### src/rtl/pendulum_sequencer_if.sv
// Lever ADC and calibration handshakes between the pendulum sequencer and the simulator side.
// master = sequencer, slave = ADC front-end / simulator.
interface pendulum_sequencer_if #(
  parameter int ADC_BITS = 16
);
  logic                       adc_req;
  logic                       adc_ch;
  logic                       adc_ack;
  logic signed [ADC_BITS-1:0] adc_data;
  logic                       calib_start;
  logic                       calib_done;

  modport master (
    output adc_req,
    output adc_ch,
    output calib_start,
    input  adc_ack,
    input  adc_data,
    input  calib_done
  );

  modport slave (
    input  adc_req,
    input  adc_ch,
    input  calib_start,
    output adc_ack,
    output adc_data,
    output calib_done
  );
endinterface

### src/rtl/pendulum_sequencer.sv
// Pendulum sequencer: calibrates the simulator, then samples both levers once per simulation
// period and commits them atomically to the driver on the period boundary.
//
// state     | meaning
// ----------+-----------------------------------------------------------
// IDLE      | waiting for start
// CAL_START | one-cycle calib_start pulse
// CAL_WAIT  | waiting for calib_done, bounded by CALIB_TIMEOUT
// RUN       | period counter running, lever sampling each period
// ERROR     | calibration timed out; start retries calibration
module pendulum_sequencer #(
  parameter int SIM_PERIOD    = 500_000,
  parameter int ADC_BITS      = 16,
  parameter int CALIB_TIMEOUT = 50_000_000
) (
  input  logic                       clock,
  input  logic                       reset,
  input  logic                       start,
  input  logic                       stop,
  pendulum_sequencer_if.master       bus,
  output logic signed [ADC_BITS-1:0] al1,
  output logic signed [ADC_BITS-1:0] al2,
  output logic                       sim_tick,
  output logic                       busy,
  output logic                       calib_error,
  output logic [7:0]                 overruns,
  output logic [2:0]                 state
);

  localparam int CNT_W = (SIM_PERIOD > 1) ? $clog2(SIM_PERIOD) : 1;
  localparam int TMR_W = (CALIB_TIMEOUT > 1) ? $clog2(CALIB_TIMEOUT) : 1;
  localparam logic [CNT_W-1:0] CNT_LAST = CNT_W'(SIM_PERIOD - 1);
  localparam logic [TMR_W-1:0] TMR_LOAD = TMR_W'(CALIB_TIMEOUT - 1);

  typedef enum logic [2:0] {
    ST_IDLE      = 3'd0,
    ST_CAL_START = 3'd1,
    ST_CAL_WAIT  = 3'd2,
    ST_RUN       = 3'd3,
    ST_ERROR     = 3'd4
  } state_t;

  // Per-period sample sequence; SEQ_GAP is the idle cycle between the two requests.
  typedef enum logic [2:0] {
    SEQ_IDLE = 3'd0,
    SEQ_CH0  = 3'd1,
    SEQ_GAP  = 3'd2,
    SEQ_CH1  = 3'd3,
    SEQ_DONE = 3'd4
  } seq_t;

  state_t state_q, state_d;
  seq_t   seq_q, seq_d;

  logic [CNT_W-1:0]          cnt_q;
  logic [TMR_W-1:0]          tmr_q;
  logic signed [ADC_BITS-1:0] shadow1_q, shadow2_q;
  logic signed [ADC_BITS-1:0] al1_q, al2_q;
  logic [7:0]                overruns_q;

  logic in_run;
  logic period_start;
  logic period_end;

  assign in_run       = (state_q == ST_RUN);
  assign period_start = in_run && (cnt_q == '0);
  assign period_end   = in_run && (cnt_q == CNT_LAST);

  always_comb begin
    state_d = state_q;
    if (stop) begin
      state_d = ST_IDLE;
    end else begin
      case (state_q)
        ST_IDLE:      if (start) state_d = ST_CAL_START;
        ST_CAL_START: state_d = ST_CAL_WAIT;
        ST_CAL_WAIT: begin
          if (bus.calib_done)     state_d = ST_RUN;
          else if (tmr_q == '0)   state_d = ST_ERROR;
        end
        ST_RUN:       state_d = ST_RUN;
        ST_ERROR:     if (start) state_d = ST_CAL_START;
        default:      state_d = ST_IDLE;
      endcase
    end
  end

  // A period boundary always returns the sequence to idle, aborting any pending request.
  always_comb begin
    seq_d = seq_q;
    if (!in_run || stop || period_end) begin
      seq_d = SEQ_IDLE;
    end else if (period_start) begin
      seq_d = SEQ_CH0;
    end else begin
      case (seq_q)
        SEQ_CH0: if (bus.adc_ack) seq_d = SEQ_GAP;
        SEQ_GAP: seq_d = SEQ_CH1;
        SEQ_CH1: if (bus.adc_ack) seq_d = SEQ_DONE;
        default: seq_d = seq_q;
      endcase
    end
  end

  always_ff @(posedge clock or negedge reset) begin
    if (!reset) begin
      state_q    <= ST_IDLE;
      seq_q      <= SEQ_IDLE;
      cnt_q      <= '0;
      tmr_q      <= '0;
      shadow1_q  <= '0;
      shadow2_q  <= '0;
      al1_q      <= '0;
      al2_q      <= '0;
      overruns_q <= '0;
    end else begin
      state_q <= state_d;
      seq_q   <= seq_d;

      if (in_run && !stop && !period_end) cnt_q <= cnt_q + CNT_W'(1);
      else                                cnt_q <= '0;

      if (state_q == ST_CAL_START)                      tmr_q <= TMR_LOAD;
      else if (state_q == ST_CAL_WAIT && tmr_q != '0)   tmr_q <= tmr_q - TMR_W'(1);

      if (stop) begin
        shadow1_q <= '0;
        shadow2_q <= '0;
      end else begin
        if (seq_q == SEQ_CH0 && bus.adc_ack) shadow1_q <= bus.adc_data;
        if (seq_q == SEQ_CH1 && bus.adc_ack) shadow2_q <= bus.adc_data;
      end

      if (stop) begin
        al1_q <= '0;
        al2_q <= '0;
      end else if (period_end && seq_q == SEQ_DONE) begin
        al1_q <= shadow1_q;
        al2_q <= shadow2_q;
      end

      if (!stop && period_end && seq_q != SEQ_DONE && overruns_q != 8'hFF)
        overruns_q <= overruns_q + 8'd1;
    end
  end

  assign bus.calib_start = (state_q == ST_CAL_START);
  assign bus.adc_req     = (seq_q == SEQ_CH0) || (seq_q == SEQ_CH1);
  assign bus.adc_ch      = (seq_q == SEQ_CH1);

  assign sim_tick    = period_end;
  assign busy        = (state_q == ST_CAL_START) || (state_q == ST_CAL_WAIT) || in_run;
  assign calib_error = (state_q == ST_ERROR);
  assign overruns    = overruns_q;
  assign al1         = al1_q;
  assign al2         = al2_q;
  assign state       = state_q;

endmodule

### src/flat_wrapper.sv
// flat-port wrapper written by rule: the top's interface ports become plain ports
module pendulum_sequencer_flat 
#(
  parameter int SIM_PERIOD    = 500_000,
  parameter int ADC_BITS      = 16,
  parameter int CALIB_TIMEOUT = 50_000_000
)
  (clock, reset, start, stop, al1, al2, sim_tick, busy, calib_error, overruns, state, bus_adc_req, bus_adc_ch, bus_calib_start, bus_adc_ack, bus_adc_data, bus_calib_done);
  pendulum_sequencer_if #(.ADC_BITS(ADC_BITS)) bus_i ();
  input  logic clock;
  input  logic reset;
  input  logic start;
  input  logic stop;
  output logic signed [ADC_BITS-1:0] al1;
  output logic signed [ADC_BITS-1:0] al2;
  output logic sim_tick;
  output logic busy;
  output logic calib_error;
  output logic [7:0] overruns;
  output logic [2:0] state;
  output wire logic [$bits(bus_i.adc_req)-1:0] bus_adc_req;
  output wire logic [$bits(bus_i.adc_ch)-1:0] bus_adc_ch;
  output wire logic [$bits(bus_i.calib_start)-1:0] bus_calib_start;
  input wire logic [$bits(bus_i.adc_ack)-1:0] bus_adc_ack;
  input wire logic [$bits(bus_i.adc_data)-1:0] bus_adc_data;
  input wire logic [$bits(bus_i.calib_done)-1:0] bus_calib_done;
  assign bus_adc_req = bus_i.adc_req;
  assign bus_adc_ch = bus_i.adc_ch;
  assign bus_calib_start = bus_i.calib_start;
  assign bus_i.adc_ack = bus_adc_ack;
  assign bus_i.adc_data = bus_adc_data;
  assign bus_i.calib_done = bus_calib_done;
  pendulum_sequencer #(.SIM_PERIOD(SIM_PERIOD), .ADC_BITS(ADC_BITS), .CALIB_TIMEOUT(CALIB_TIMEOUT)) u_core (.clock(clock), .reset(reset), .start(start), .stop(stop), .bus(bus_i), .al1(al1), .al2(al2), .sim_tick(sim_tick), .busy(busy), .calib_error(calib_error), .overruns(overruns), .state(state));
endmodule
### config.mk
export PLATFORM = sky130hd
export DESIGN_NAME = pendulum_sequencer_flat
export DESIGN_NICKNAME = d
export VERILOG_FILES = /design/src/rtl/pendulum_sequencer_if.sv /design/src/rtl/pendulum_sequencer.sv /design/src/flat_wrapper.sv
export SDC_FILE = /design/constraint.sdc
export NUM_CORES = 1
export LEC_CHECK = 0
export CAP_MARGIN = 30
export CORE_MARGIN = 4
export CORE_UTILIZATION = 50
export DETAILED_ROUTE_END_ITERATION = 8
export PLACE_DENSITY = 0.84
export SYNTH_ARGS = -nofsm -noshare
export SYNTH_HDL_FRONTEND = slang
export SYNTH_SLANG_ARGS = --single-unit
### constraint.sdc
create_clock -name clock -period 2.2 [get_ports clock]
set_clock_uncertainty 0.05 [all_clocks]
set_input_delay 0.33 -clock clock [delete_from_list [all_inputs] [get_ports clock]]
set_output_delay 0.33 -clock clock [all_outputs]
set_load 0.005 [all_outputs]
==> results of run 1 <==
-- cell type report --
type	instances	share of cell area
clock buffer	19	0.0579
clock inverter	13	0.0155
inverter	8	0.00393
multi-input combinational	419	0.345
sequential	123	0.402
tap	140	0.0229
timing repair buffer	128	0.153
-- cells by family after synthesis --
group / after synthesis / share of synthesized area
buffers and inverters: 33 / 0.0227
muxes: 38 / 0.0670
AOI/OAI and AO/OA: 68 / 0.0729
adders and majority gates: 5 / 0.0110
DFF: 123 / 0.542
and+or+nand+nor: 279 / 0.240
xor gates and xnor gates: 29 / 0.0447
-- what timing repair did --
action                                  CTS  global route
endpoints found under the setup margin   11            25
hold buffers                              1             0
pin swaps                                 6            11
gates resized for setup                  20            21
setup buffers                             4             3
hold endpoints to repair                 27             0
-- power groups by stage --
stage / Clock [mW] / Sequential (mW) / Combinational (mW)
2_1_floorplan: 0 / 2.35 / 0.117
3_3_place_gp: 0 / 2.35 / 0.294
3_5_place_dp: 0 / 2.35 / 0.302
4_1_cts: 2.66 / 2.31 / 0.313
5_1_grt: 2.76 / 2.32 / 0.369
6_report: 2.64 / 2.32 / 0.336
-- layout by cell type (no fill, tap or decap), types with 3 or more instances in the layout --
cell type	synthesis	routed
inv_6	0	3
and3_1	8	7
o21ai_0	6	5
clkdlybuf4s50_1	0	66
or4_1	10	5
clkinv_2	0	3
inv_1	8	8
nand4_1	9	9
and2_1	4	3
xnor2_1	16	16
clkinvlp_4	0	4
mux2i_1	38	37
nand2_1	95	94
or4_4	4	9
nor2_1	74	74
and4_1	3	3
nor3_1	10	8
o31ai_1	5	5
nor4_2	1	3
nor4_4	0	3
nor4_1	12	7
a21oi_1	39	38
dfrtp_1	123	123
or2_2	4	4
or3_1	10	9
nand3_1	19	16
nand3_2	0	3
xor2_1	13	13
clkbuf_16	0	17
ha_1	5	4
buf_4	0	53
o211ai_1	5	5
buf_6	0	3
-- sequential cells by signal, summed over array words and instances, names as in the netlist --
register / flops
u_core.tmr_q: 26
u_core.cnt_q: 19
u_core.al1: 16
u_core.al2: 16
u_core.shadow1_q: 16
u_core.shadow2_q: 16
u_core.overruns: 8
u_core.seq_q: 3
u_core.state: 3
-- cells in the mapped netlist, types with 2 or more instances --
cell       number  area (sq um)
nand4_1         9          56.3
inv_1           8          30.0
mux2i_1        38           380
dfrtp_1       123          3080
buf_2           4          20.0
or4_4           4          45.0
clkbuf_1       20          75.1
nor4_1         12          75.1
a31oi_1         2          12.5
a21oi_1        39           195
nor3b_1         2          15.0
and2_1          4          25.0
or4_1          10          75.1
o211ai_1        5          37.5
nor3_1         10          50.1
nor2_1         74           278
o21ai_0         6          30.0
and4_1          3          26.3
xor2_1         13           114
o2111ai_1       2          17.5
and3_1          8          50.1
or2_2           4          25.0
nor3_2          2          20.0
o31ai_1         5          37.5
nand2b_1        2          12.5
ha_1            5          62.6
nor2b_1         3          18.8
o21a_1          2          15.0
xnor2_1        16           140
or3_1          10          62.6
nand3_1        19          95.1
or3b_2          2          17.5
nand2_1        95           357
-- worst paths after layout --
check	cells past startpoint	end	slack, ps	startpoint
worst min register to register	2	u_core.al2[7]$_DFFE_PN0P_	470	u_core.shadow2_q[7]$_DFFE_PN0P_
max in group asynchronous	3	u_core.state[2]$_DFFE_PN0P_	1060	reset
min in group asynchronous	2	u_core.al2[14]$_DFFE_PN0P_	340	reset
worst max register to register	4	u_core.tmr_q[23]$_DFFE_PN0P_	-120	u_core.tmr_q[6]$_DFFE_PN0P_
worst min-delay path	2	u_core.state[0]$_DFFE_PN0P_	130	stop
worst max-delay path	4	u_core.tmr_q[23]$_DFFE_PN0P_	-120	u_core.tmr_q[6]$_DFFE_PN0P_
-- layer usage --
layer	wire (microns)	GRT usage	vias to the layer above
met2	7450	0.386	235
li1	-	-	2248
met1	6230	0.302	2434
met4	415	0.0918	0
met3	1050	0.0603	39
met5	0	0	-
-- stage by stage --
step	TNS [ps]	utilization	instances
2_1_floorplan	0	-	575
4_1_cts	-422	0.685	847
5_1_grt	-1830	0.696	850
6_report	-939	0.696	850
3_3_place_gp	-19.5	0.624	810
3_5_place_dp	-210	0.624	810
==> metrics.md, run 1 <==
| Metric | Value |
|---|---|
| FP Rows | `38` |
| Max Buffers Root-to-Sink | `2` |
| F_max | `431 MHz` |
| Sequential share of the synthesized area | `0.542` |
| Clock root buffer | `clkbuf_16` |
| # nets final | `724` |
| Post-route cell area | `7650 sq um` |
| Relative slew slack | `0.572` |
| Routed len/inst | `17.8 microns` |
| Crit path largest cell delay | `a little over 600 ps` |
| Static Leak | `~3.4 nW` |
| Synth Instances | `575` |
| Chip height | `115 microns` |
| Maxcap violations | `0` |
| Via count | `4956` |
| Die ar. | `13100 sq um` |
| Largest net degree at the start of global routing | `74` |
| Synthesized cell area | `5680 sq um` |
| Pint | `4.02 mW` |
| Clock Latency Late Sink | `just over 400 ps` |
| Dpl ws | `-81.7 ps` |
| Placed instance area | `~7000 sq um` |
| Width of the chip | `115 microns` |
| CTS sink count | `123` |
| Dominant delay contributor by cell family on the critical path | `simple AND/OR/NAND/NOR gates` |
| Maximum VDD drop | `0.000529 V` |
| Worst Hold Class | `in2reg` |
| Port Buffers | `70` |
| WS Path Type | `reg2reg` |
| CP max stage cell | `or4_4` |
| Synthesized net count | `between 600 and 700` |
| RSZ-0062 raised after global routing | `true` |
| Crit start category | `flop` |
| Switching share of total power | `0.241` |
| I/O pins | `between 70 and 80` |
| Post-route DRC | `0` |
| Seq cells post-synth | `123` |
| Layout cell share with drive strength beyond 1 | `0.187` |
| Starting DRT DRC Count | `497` |
| Tcrit/Tclk final | `1.05` |
| Setup crit end kind | `flop` |
| Antenna diodes | `0` |
| Slew Viols, Final | `0` |
| Initial Util | `0.517` |
| Worst EP arrival | `between 2000 and 3000 ps` |
| Avg Inst Size Synth | `9.88 sq um` |
| Routed WL | `15.1 mm` |
| Fin crit period | `between 2000 and 2500 ps` |
| P per Cell Area | `just under 700 nW/um^2` |
| Area occupied by multi-input gates | `2640 sq um` |
| Post-synthesis async set-or-reset flop share | `1.00` |
| Antenna viol nets, final | `0` |
| Critical path, cell by cell | `or4_4 > or4_4 > or4_4 > mux2i_1` |
| Total GRT Usage | `0.236` |
| Gpl congestion | `0.860` |
| GRT overflow | `0` |
| Vias in the first global route | `5030` |
| Pwr Total | `between 5 and 6 mW` |
| Setup ws final | `-121 ps` |
| Comb power frac | `0.063` |
| Status | `complete, but fails checks` |
| Layout overhead on the synthesized area | `34.6%` |
| Most used DFF post-synth | `dfrtp_1` |
| CTS buffer count | `17` |
| Failing checks | `setup timing` |
| Drt pass-1 iters | `5` |
| Worst Path Required | `2440 ps` |
| Sequential Area | `3080 sq um` |
| Flop pwr share | `0.438` |
| CP most frequent cell | `or4_4` |
| Sw power | `roughly 1.3 mW` |
| H-tree Lvls | `4` |
| First-pass GRT wire length | `24.4 mm` |
| CTS clk-pin slew, worst paths | `60 ps` |
| HPWL Detailed | `roughly 9.5 mm` |
| Clk pwr share | `0.499` |
| Final hold vios | `0` |
| CTS tree | `done` |
| Initial antenna violation count | `0` |
| Final hold slack | `133 ps` |
| Synth warnings | `0` |
| Worst-Margin Slew | `between 600 and 700 ps` |
| Post-synth EDFFs | `0` |
| Netlist cell types | `47` |
| Max FO, Critical Path | `6` |
| Core footprint | `11000 sq um` |
| CP bufs+invs | `0` |
| Endpoints failing setup | `12` |
| Filler cells | `roughly 750` |
| Vias per std cell | `slightly below 6` |
Note: power is estimated with default switching activity, not from simulation.
==> run 2, diff against run 1 <==
--- a/config.mk
+++ b/config.mk
@@ -9,7 +9,7 @@
 export CORE_MARGIN = 4
 export CORE_UTILIZATION = 50
 export DETAILED_ROUTE_END_ITERATION = 8
-export PLACE_DENSITY = 0.84
+export PLACE_DENSITY = 0.78
 export SYNTH_ARGS = -nofsm -noshare
 export SYNTH_HDL_FRONTEND = slang
 export SYNTH_SLANG_ARGS = --single-unit
==> run 2 against run 1 <==
Against the previous run:
- utilization increased by 1.4 points
- die area unchanged
- sequential power about the same
- non-clock buffer count increased by 3
- clock power increased by 5%
- the run still ends with setup timing left
- maximum frequency increased by 2.0%
- via count decreased by 0.18%
- hold slack improved by 16 ps
- critical path type unchanged
- register-to-register slack improved by 50 ps
==> metrics.md, run 2 (synthesis gave the netlist of run 1 again) <==
| Metric | Value |
|---|---|
| Worst-Margin Slew | `670 ps` |
| First-pass GRT wire length | `24.5 mm` |
| Vias per std cell | `about 5.8` |
| Die ar. | `13100 sq um` |
| Worst Hold Class | `in2reg` |
| Static Leak | `3.41 nW` |
| Top flop regs | `u_core.tmr_q (26), u_core.cnt_q (19)` |
| Worst EP arrival | `2520 ps` |
| Tcrit/Tclk final | `1.03` |
| Placed instance area | `6860 sq um` |
| Pint | `roughly 4.1 mW` |
| Routed WL | `15.3 mm` |
| Clock root buffer | `clkbuf_16` |
| I/O pins | `71` |
| P per Cell Area | `between 700 and 800 nW/um^2` |
| Most frequent cells in the layout | `dfrtp_1, nand2_1, nor2_1` |
| WS Path Type | `reg2reg` |
| GRT busiest layer | `met2` |
| Antenna diodes | `0` |
| Initial Util | `0.517` |
| Setup crit end kind | `flop` |
| Switching share of total power | `0.245` |
| H-tree Lvls | `4` |
| Commonest non-fill, non-tap cell in the layout | `dfrtp_1` |
| Setup ws final | `-75.4 ps` |
| Drt pass-1 iters | `5` |
| Antenna viol nets, final | `0` |
| Total GRT Usage | `0.237` |
| GR met1 Demand/Resource | `0.306` |
| Slew Viols, Final | `0` |
| Routed len/inst | `17.9 microns` |
| CP max stage cell | `or4_4` |
| Setup crit start | `u_core.tmr_q[6]$_DFFE_PN0P_` |
| Crit start category | `flop` |
| Post-route DRC | `0` |
| Crit path largest cell delay | `570 ps` |
| Filler cells | `750` |
| Max Buffers Root-to-Sink | `2` |
| Hold_sp | `stop` |
| Final core occ | `0.710` |
| Maxcap violations | `0` |
| Post-route cell area | `about 8000 sq um` |
| GRT overflow | `0` |
| Failing checks | `setup timing` |
| CTS clk-pin slew, worst paths | `60 ps` |
| Comb power frac | `0.067` |
| Endpoints failing setup | `10` |
| M3 GR Usage | `0.0544` |
| CP most frequent cell | `or4_4` |
| Largest net degree at the start of global routing | `65` |
| Layout cell share with drive strength beyond 1 | `0.199` |
| Gpl congestion | `around 0.89` |
| Clk pwr share | `0.509` |
| CTS buffer count | `17` |
| Starting DRT DRC Count | `around 420` |
| RSZ-0062 raised after global routing | `true` |
| FP Rows | `38` |
| Maximum VDD drop | `0.000437 V` |
| Status | `complete, but fails checks` |
| HPWL Detailed | `between 9 and 10 mm` |
| Fin crit period | `2280 ps` |
| Max reg flops | `26` |
| Via count | `4947` |
| Top reg by flops | `u_core.tmr_q` |
| CTS sink count | `123` |
| Sw power | `1.34 mW` |
| Layout overhead on the synthesized area | `37.3%` |
| Width of the chip | `115 microns` |
| Port Buffers | `70` |
| Met2 global-route usage | `0.382` |
| Clock Latency Late Sink | `420 ps` |
| Flop pwr share | `0.425` |
| # nets final | `727` |
| F_max | `439 MHz` |
| Initial antenna violation count | `0` |
| Chip height | `about 110 microns` |
| Core footprint | `11000 sq um` |
| Worst Path Required | `2450 ps` |
| Vias in the first global route | `~5000` |
| Max FO, Critical Path | `5` |
| Final hold slack | `149 ps` |
| Critical path, cell by cell | `or4_4 > or4_4 > o31ai_4 > buf_6 > xnor2_2 > nand2_1` |
| Reg2reg start | `u_core.tmr_q[6]$_DFFE_PN0P_` |
| CTS tree | `done` |
| Final hold vios | `0` |
| Relative slew slack | `0.552` |
run 2: cell types whose count changed in the layout (fill, tap and decap cells not counted), sizes merged:
cell / change
buf: +3
inv: +3
bufinv: +1
clkbuf: -1
clkdlybuf4s15: -1
clkinv: -1
clkinvlp: -1
run 2: what timing repair did:
| action | CTS | global route |
|---|---|---|
| endpoints found under the setup margin | 8 | 56 |
| hold buffers | 1 | 0 |
| resized for setup | 24 | 26 |
| setup buffers | 8 | 4 |
| gates cloned | 2 | 1 |
| pin swaps | 5 | 9 |
| hold endpoints to repair | 38 | 0 |
run 2: power by group through the flow:
stage / combinational, mW / clock, mW / sequential [mW]
finish: 0.364 / 2.78 / 2.32
global route: 0.394 / 2.94 / 2.32
CTS: 0.328 / 2.80 / 2.31
detailed placement: 0.309 / 0 / 2.35
global placement: 0.295 / 0 / 2.35
floorplan: 0.117 / 0 / 2.35
run 2: worst max-delay path, delay by kind of cell (launching register included):
family,cells,cell delay (ps)
simple gates,3,1120
buf+inv,1,180
flops,1,390
compound gates,1,310
xor+xnor,1,120
run 2: final timing paths:
check                                                    to  slack, ps  depth (start not counted)
max reg2reg                     u_core.tmr_q[0]$_DFFE_PN0P_        -80                          6
min in group asynchronous  u_core.shadow2_q[13]$_DFFE_PN0P_        400                          2
max                             u_core.tmr_q[0]$_DFFE_PN0P_        -80                          6
min                             u_core.state[0]$_DFFE_PN0P_        150                          2
min reg2reg                  u_core.overruns[5]$_DFFE_PN0P_        460                          1
max in group asynchronous       u_core.state[1]$_DFFE_PN0P_       1070                          3
run 2: layer usage:
layer / wire length [microns] / share of wire
met3: 923 / 0.060
met2: 7570 / 0.50
met5: 0 / 0
met1: 6310 / 0.41
met4: 454 / 0.030
run 2: cell type report:
| cell class | count | area [sq um] | share of cell area |
|---|---|---|---|
| clock buffers | 17 | 425 | 0.0545 |
| clock inverters | 15 | 163 | 0.0209 |
| inverters | 8 | 30.0 | 0.00385 |
| multi-input cells | 419 | 2670 | 0.342 |
| flip-flops and latches | 123 | 3080 | 0.395 |
| well taps | 140 | 175 | 0.0225 |
| repair buffers | 131 | 1260 | 0.161 |
run 2: through the flow:
step / TNS, ps / setup WS [ps] / total power, mW / cells
floorplan: 0 / 19.5 / 2.47 / 575
detailed placement: -102 / -40.9 / 2.66 / 809
finish: -412 / -75.4 / 5.47 / 853
global placement: -31.9 / -31.9 / 2.64 / 809
CTS: -68.5 / -42.8 / 5.44 / 849
global route: -1240 / -115 / 5.65 / 853
